<file path="src/rtl/alu_lockstep_scheduler.sv">
// Shares a dual-lane lockstep 4-bit ALU between two requesters.
// Grants round-robin, drives identical operands to both lanes, waits the ALU
// latency, compares the lanes and retries on mismatch up to MAX_RETRY times.
// Ports:
//   wb_clk_i, wb_rst_i        clock, async active-high reset
//   req_valid/req_ready       per-requester request handshake (ready is combinational)
//   req_a0/b0/sel0, a1/b1/sel1 requester operands and ALU select
//   rsp_valid/rsp_ready       per-requester response handshake
//   rsp_data/carry/err        lane-1 result, lane-1 carry, final-compare mismatch
//   alu_a/alu_b/alu_sel       operands fanned to both lanes
//   alu_out1/2, alu_cout1/2   lane results
//   mismatch_cnt, clr_cnt     saturating mismatch count and its synchronous clear
//   busy                      high whenever not IDLE
module alu_lockstep_scheduler #(
    parameter int unsigned ALU_LATENCY = 1,
    parameter int unsigned MAX_RETRY   = 2,
    parameter int unsigned CNT_W       = 8
) (
    input  logic             wb_clk_i,
    input  logic             wb_rst_i,
    input  logic [1:0]       req_valid,
    output logic [1:0]       req_ready,
    input  logic [3:0]       req_a0,
    input  logic [3:0]       req_b0,
    input  logic [1:0]       req_sel0,
    input  logic [3:0]       req_a1,
    input  logic [3:0]       req_b1,
    input  logic [1:0]       req_sel1,
    output logic [1:0]       rsp_valid,
    input  logic [1:0]       rsp_ready,
    output logic [3:0]       rsp_data,
    output logic             rsp_carry,
    output logic             rsp_err,
    output logic [3:0]       alu_a,
    output logic [3:0]       alu_b,
    output logic [1:0]       alu_sel,
    input  logic [3:0]       alu_out1,
    input  logic [3:0]       alu_out2,
    input  logic             alu_cout1,
    input  logic             alu_cout2,
    output logic [CNT_W-1:0] mismatch_cnt,
    input  logic             clr_cnt,
    output logic             busy
);

    localparam int unsigned LAT_W = (ALU_LATENCY > 0) ? $clog2(ALU_LATENCY + 1) : 1;
    localparam int unsigned RTY_W = (MAX_RETRY > 0) ? $clog2(MAX_RETRY + 1) : 1;

    typedef enum logic [1:0] {IDLE, EXEC, RESP} state_t;

    state_t             state_q, state_d;
    logic               gnt_q, gnt_d;
    logic               last_q, last_d;
    logic [LAT_W-1:0]   wait_q, wait_d;
    logic [RTY_W-1:0]   retry_q, retry_d;
    logic [3:0]         alu_a_q, alu_a_d;
    logic [3:0]         alu_b_q, alu_b_d;
    logic [1:0]         alu_sel_q, alu_sel_d;
    logic [1:0]         rsp_valid_q, rsp_valid_d;
    logic [3:0]         rsp_data_q, rsp_data_d;
    logic               rsp_carry_q, rsp_carry_d;
    logic               rsp_err_q, rsp_err_d;
    logic [CNT_W-1:0]   cnt_q, cnt_d;
    logic               busy_q, busy_d;
    logic [1:0]         req_ready_c;
    logic               gnt_sel_c;
    logic               mismatch_c;

    // Both valid: alternate away from the last served requester; otherwise take the one asking.
    always_comb begin
        gnt_sel_c = 1'b0;
        if (req_valid == 2'b11) gnt_sel_c = ~last_q;
        else                    gnt_sel_c = req_valid[1];
    end

    assign mismatch_c = (alu_out1 != alu_out2) || (alu_cout1 != alu_cout2);

    // Next-state and datapath updates.
    always_comb begin
        state_d     = state_q;
        gnt_d       = gnt_q;
        last_d      = last_q;
        wait_d      = wait_q;
        retry_d     = retry_q;
        alu_a_d     = alu_a_q;
        alu_b_d     = alu_b_q;
        alu_sel_d   = alu_sel_q;
        rsp_valid_d = rsp_valid_q;
        rsp_data_d  = rsp_data_q;
        rsp_carry_d = rsp_carry_q;
        rsp_err_d   = rsp_err_q;
        cnt_d       = cnt_q;
        req_ready_c = 2'b00;

        case (state_q)
            IDLE: begin
                if (req_valid != 2'b00) begin
                    req_ready_c[gnt_sel_c] = 1'b1;
                    gnt_d     = gnt_sel_c;
                    alu_a_d   = gnt_sel_c ? req_a1   : req_a0;
                    alu_b_d   = gnt_sel_c ? req_b1   : req_b0;
                    alu_sel_d = gnt_sel_c ? req_sel1 : req_sel0;
                    wait_d    = LAT_W'(ALU_LATENCY);
                    retry_d   = '0;
                    state_d   = EXEC;
                end
            end
            EXEC: begin
                if (wait_q != '0) begin
                    wait_d = wait_q - LAT_W'(1);
                end else begin
                    if (mismatch_c && (cnt_q != '1)) cnt_d = cnt_q + CNT_W'(1);
                    if (mismatch_c && (retry_q < RTY_W'(MAX_RETRY))) begin
                        retry_d = retry_q + RTY_W'(1);
                        wait_d  = LAT_W'(ALU_LATENCY);
                    end else begin
                        rsp_data_d  = alu_out1;
                        rsp_carry_d = alu_cout1;
                        rsp_err_d   = mismatch_c;
                        rsp_valid_d = gnt_q ? 2'b10 : 2'b01;
                        state_d     = RESP;
                    end
                end
            end
            RESP: begin
                if (rsp_ready[gnt_q]) begin
                    rsp_valid_d = 2'b00;
                    last_d      = gnt_q;
                    state_d     = IDLE;
                end
            end
            default: state_d = IDLE;
        endcase

        // Clear wins over a same-cycle increment.
        if (clr_cnt) cnt_d = '0;

        busy_d = (state_d != IDLE);
    end

    // State and output registers; last_q resets to 1 so requester 0 wins first contention.
    always_ff @(posedge wb_clk_i or posedge wb_rst_i) begin
        if (wb_rst_i) begin
            state_q     <= IDLE;
            gnt_q       <= 1'b0;
            last_q      <= 1'b1;
            wait_q      <= '0;
            retry_q     <= '0;
            alu_a_q     <= '0;
            alu_b_q     <= '0;
            alu_sel_q   <= '0;
            rsp_valid_q <= '0;
            rsp_data_q  <= '0;
            rsp_carry_q <= 1'b0;
            rsp_err_q   <= 1'b0;
            cnt_q       <= '0;
            busy_q      <= 1'b0;
        end else begin
            state_q     <= state_d;
            gnt_q       <= gnt_d;
            last_q      <= last_d;
            wait_q      <= wait_d;
            retry_q     <= retry_d;
            alu_a_q     <= alu_a_d;
            alu_b_q     <= alu_b_d;
            alu_sel_q   <= alu_sel_d;
            rsp_valid_q <= rsp_valid_d;
            rsp_data_q  <= rsp_data_d;
            rsp_carry_q <= rsp_carry_d;
            rsp_err_q   <= rsp_err_d;
            cnt_q       <= cnt_d;
            busy_q      <= busy_d;
        end
    end

    assign req_ready    = req_ready_c;
    assign rsp_valid    = rsp_valid_q;
    assign rsp_data     = rsp_data_q;
    assign rsp_carry    = rsp_carry_q;
    assign rsp_err      = rsp_err_q;
    assign alu_a        = alu_a_q;
    assign alu_b        = alu_b_q;
    assign alu_sel      = alu_sel_q;
    assign mismatch_cnt = cnt_q;
    assign busy         = busy_q;

endmodule

</file>
<file path="config.mk">
export PLATFORM = sky130hd
export DESIGN_NAME = alu_lockstep_scheduler
export DESIGN_NICKNAME = d
export VERILOG_FILES = /design/src/rtl/alu_lockstep_scheduler.sv
export SDC_FILE = /design/constraint.sdc
export NUM_CORES = 1
export LEC_CHECK = 0
export ABC_AREA = 1
export BUFFER_PORTS_ARGS = -buffer_cell sky130_fd_sc_hd__buf_2
export CORE_MARGIN = 2
export CORE_UTILIZATION = 35
export DETAILED_ROUTE_END_ITERATION = 12
export PLACE_DENSITY_LB_ADDON = 0.05
export SYNTH_ARGS = -nofsm -noshare
export SYNTH_HDL_FRONTEND = slang
export SYNTH_SLANG_ARGS = --single-unit
</file>
<file path="constraint.sdc">
create_clock -name wb_clk_i -period 1.3 [get_ports wb_clk_i]
set_input_delay 0.39 -clock wb_clk_i [delete_from_list [all_inputs] [get_ports wb_clk_i]]
set_output_delay 0.39 -clock wb_clk_i [all_outputs]
set_load 0.03 [all_outputs]
</file>
==> qor.csv <==
stage,metric,value,unit
sta,setup_tns,-3.132,ns
layout,fraction of final layout cells with drive strength greater than 1,53.78,%
die,# rows,26,
layout,diodes inserted,0,
run,count of maximum capacitance violations,0,
worst_setup_path,sort of element at the start of the critical path,flop,
pwr,leakage power figure,1.527,nW
route,via count of the routed design,1865,
route,wire length reported by the detailed router,4710,um
route,initial drt markers,45,
place,Post-Place Setup Slack,-0.2214,ns
sta,Final Hold Vio Count,0,
sta,pins over their slew limit,0,
yosys,Synth Register Bits,34,
route,first-pass iteration count of the detailed router,4,
worst_setup_path,"Data arrival, critical path",1.26,ns
yosys,Syn Std Cell Area,1843,um^2
global_routing,number of global-route vias before repair,1759,
sta,minimum clock period after layout,1.646,ns
sta,slew at the pin closest to its max-slew limit,0.4626,ns
route,residual DRC count,0,
clock_network,clock net sink count,34,
place,IO buf count,65,
place,routability congestion estimate,0.7094,
yosys,net count of the mapped netlist,267,
worst_setup_path,Reg2Reg Launch Point,state_q[1]$_DFF_PP0_,
global_routing,sum of overflow across all layers after global routing,0,
yosys,number of instances in the synthesized netlist,229,
clock_network,clock insertion delay at the later pin of the skew report,0.29,ns
pwr,relative contribution of combinational cells to total power,56.3,%
worst_setup_path,Critical Path Sink Type,output pin,
worst_setup_path,r2r endpoint,mismatch_cnt[7]$_DFFE_PP0P_,
yosys,dominant cells by area after synthesis,"dfrtp_1 45%, nand2_1 12%, o21ai_0 5.7%, inv_1 4.9%, nor2_1 4.9%",
global_routing,maximum number of pins on one net before global-route repair,18,
layout,highest-count cells in the layout ignoring fill and taps,"55 x buf_2, 45 x nand2_1, 34 x buf_4, 30 x dfrtp_1, 22 x o21ai_1",
worst_setup_path,largest driver fanout on the critical path,3,
yosys,sequential element share of the synthesized area,46.23,%
worst_setup_path,path depth of the worst reg2reg path,9,
die,die span in x,76.57,um
sta,setup slack after layout,-0.3458,ns
global_routing,number of antenna violations at the first check in global routing,0,
layout,"final std cell area, no fill",2978,um^2
die,overall die area,5862,um^2
layout,Final Core Density,58.30,%
pwr,power share of the clock group,15.4,%
clock_network,level count of the clock H-tree,2,
pwr,switching power summed over all nets,0.002769,W
place,detailed placement HPWL,3343,um
clock_network,clock tree root buffer cell,clkbuf_8,
yosys,number of different library cells in the post-synthesis netlist,31,
pwr,Pwr Density,2115,nW/um^2
sta,final worst-path cycle share,126.6,%
route,via density per instance,4.505,
yosys,post-synth top area share,44.81,%
clock_network,Max Buffers Root-to-Sink,2,
die,height of the chip,76.57,um
pwr,sequential share of power,28.4,%
place,DP Area,2509,um^2
layout,Layout Area Growth over Synthesis,61.58,%
route,"antenna viol nets, final",0,
global_routing,overall track demand over capacity in global routing,16.39,%
yosys,post-synth top area cell,dfrtp_1,
layout,most frequent standard cell in the layout excluding fill and tap cells,buf_2,
pwr,Power Internal,0.003531,W
sta,Slew HR,69.12,%
worst_setup_path,WP data required,0.91,ns
pwr,worst vdd rail ir drop,1.017,mV
layout,fillcell total,484,
global_routing,global-route wire length before repair,7886,um
clock_network,TritonCTS clock tree,done,
pwr,switching portion of total power,43.95,%
yosys,mean post-synth cell area,8.048,um^2
sta,final number of setup-violating endpoints,34,
worst_setup_path,setup slack on the worst flop-to-flop path,-0.20,ns
clock_network,TritonCTS buffer count,5,
clock_network,"Reg clk slew, reported paths",0.08,ns
run_status,result of the run,"complete, but fails checks",
min_path,kind of path behind the tightest hold check,in -> async,
sta,RSZ-0062 raised after global routing,yes,
die,core box area,5107,um^2
route,routed wire length per instance,11.38,um
worst_setup_path,critical path class,reg -> out,
sta,skew final,0.01511,ns
die,boundary pin count,66,
run_status,violated checks,negative setup slack,
sta,Max Clk Rate,0.6076,GHz
die,Starting Density,36.09,%
yosys,Yosys warnings,0,
layout,Final Net Count,381,
sta,final worst hold slack,0.04019,ns
==> stage by stage <==
step | cells | power (W)
2_1_floorplan | 229 | 0.003666
3_3_place_gp | 390 | 0.004654
3_5_place_dp | 390 | 0.004678
4_1_cts | 409 | 0.006015
5_1_grt | 414 | 0.006720
6_report | 414 | 0.006299
==> worst max-delay path by stage <==
stage	from	end	slack (ns)	cells after the start
6_report	state_q[0]$_DFF_PP0_	req_ready[0]	-0.35	5
5_1_grt	state_q[0]$_DFF_PP0_	req_ready[0]	-0.40	5
4_1_cts	state_q[1]$_DFF_PP0_	req_ready[0]	-0.34	5
3_5_place_dp	alu_out1[3]	rsp_data[1]$_DFFE_PP0P_	-0.22	7
3_3_place_gp	req_valid[1]	req_ready[0]	-0.18	5
2_1_floorplan	mismatch_cnt[0]$_DFFE_PP0P_	mismatch_cnt[4]$_DFFE_PP0P_	-0.17	10
==> sequential cells by signal (all words and copies together) (netlist names), 2 cells and up <==
| register | flops |
|---|---|
| alu_sel | 2 |
| state_q | 2 |
| alu_a | 4 |
| mismatch_cnt | 8 |
| rsp_data | 4 |
| rsp_valid | 2 |
| alu_b | 4 |
| retry_q | 2 |
==> power groups by stage <==
stage,Combinational (W),Clock [W],Sequential (W)
after floorplan,0.00123,0,0.00244
after global placement,0.00286,0,0.00179
after detailed placement,0.00290,0,0.00178
after CTS,0.00325,0.000992,0.00178
after global routing,0.00384,0.00104,0.00184
final,0.00354,0.000968,0.00179
==> layout make-up <==
type | instances | area [um^2] | share of cell area (%)
clock buffer | 7 | 76.32 | 2.563
clock inverter | 1 | 30.03 | 1.008
inverter | 30 | 118.9 | 3.992
multi-input combinational | 161 | 1026 | 34.45
sequential | 34 | 855.8 | 28.74
tap | 70 | 87.58 | 2.941
timing repair buffer | 110 | 775.7 | 26.05
timing repair inverter | 1 | 7.507 | 0.2521
==> logic make-up after synthesis <==
logic type | after synthesis | share of synthesized area [%]
AO/OA/AOI/OAI | 36 | 11.34
XOR/XNOR | 1 | 0.4753
adder cells (fa/ha/maj) | 1 | 0.6788
buffers and inverters | 36 | 8.554
flip-flops | 34 | 46.23
multiplexers | 1 | 0.5431
AND/OR/NAND/NOR | 120 | 32.18
==> repair_timing <==
item | in CTS | in global routing
hold buffers | 0 | 0
gates resized for setup | 46 | 43
buffers inserted | 11 | 5
pin swaps | 7 | 16
cloned | 2 | 1
endpoints found under the setup margin | 31 | 40
==> synth_stat cells, drive strengths merged <==
| library cell | n |
|---|---|
| nand2 | 65 |
| dfrtp | 33 |
| o21ai | 32 |
| inv | 30 |
| nor2 | 29 |
| nand3 | 14 |
| nor3 | 5 |
| clkbuf | 4 |
| nor3b | 4 |
| a21oi | 3 |
| nand4 | 3 |
| buf | 2 |
| dfstp | 1 |
| ha | 1 |
| mux2i | 1 |
| o21bai | 1 |
| xnor2 | 1 |
==> critical path, stage by stage (launching register included) <==
cell	delay [ns]
dfrtp_1	0.39
nor2_2	0.13
o21ai_2	0.09
buf_6	0.12
nor2_4	0.10
buf_6	0.13
==> per-layer routing <==
metal,track usage [%],vias up,share of wire (%)
met5,0,-,0
met4,3.818,0,0.87
met3,3.791,6,4.5
met2,28.50,43,50
met1,20.68,850,45
li1,-,966,-
Power figures use the tool's default switching activity.
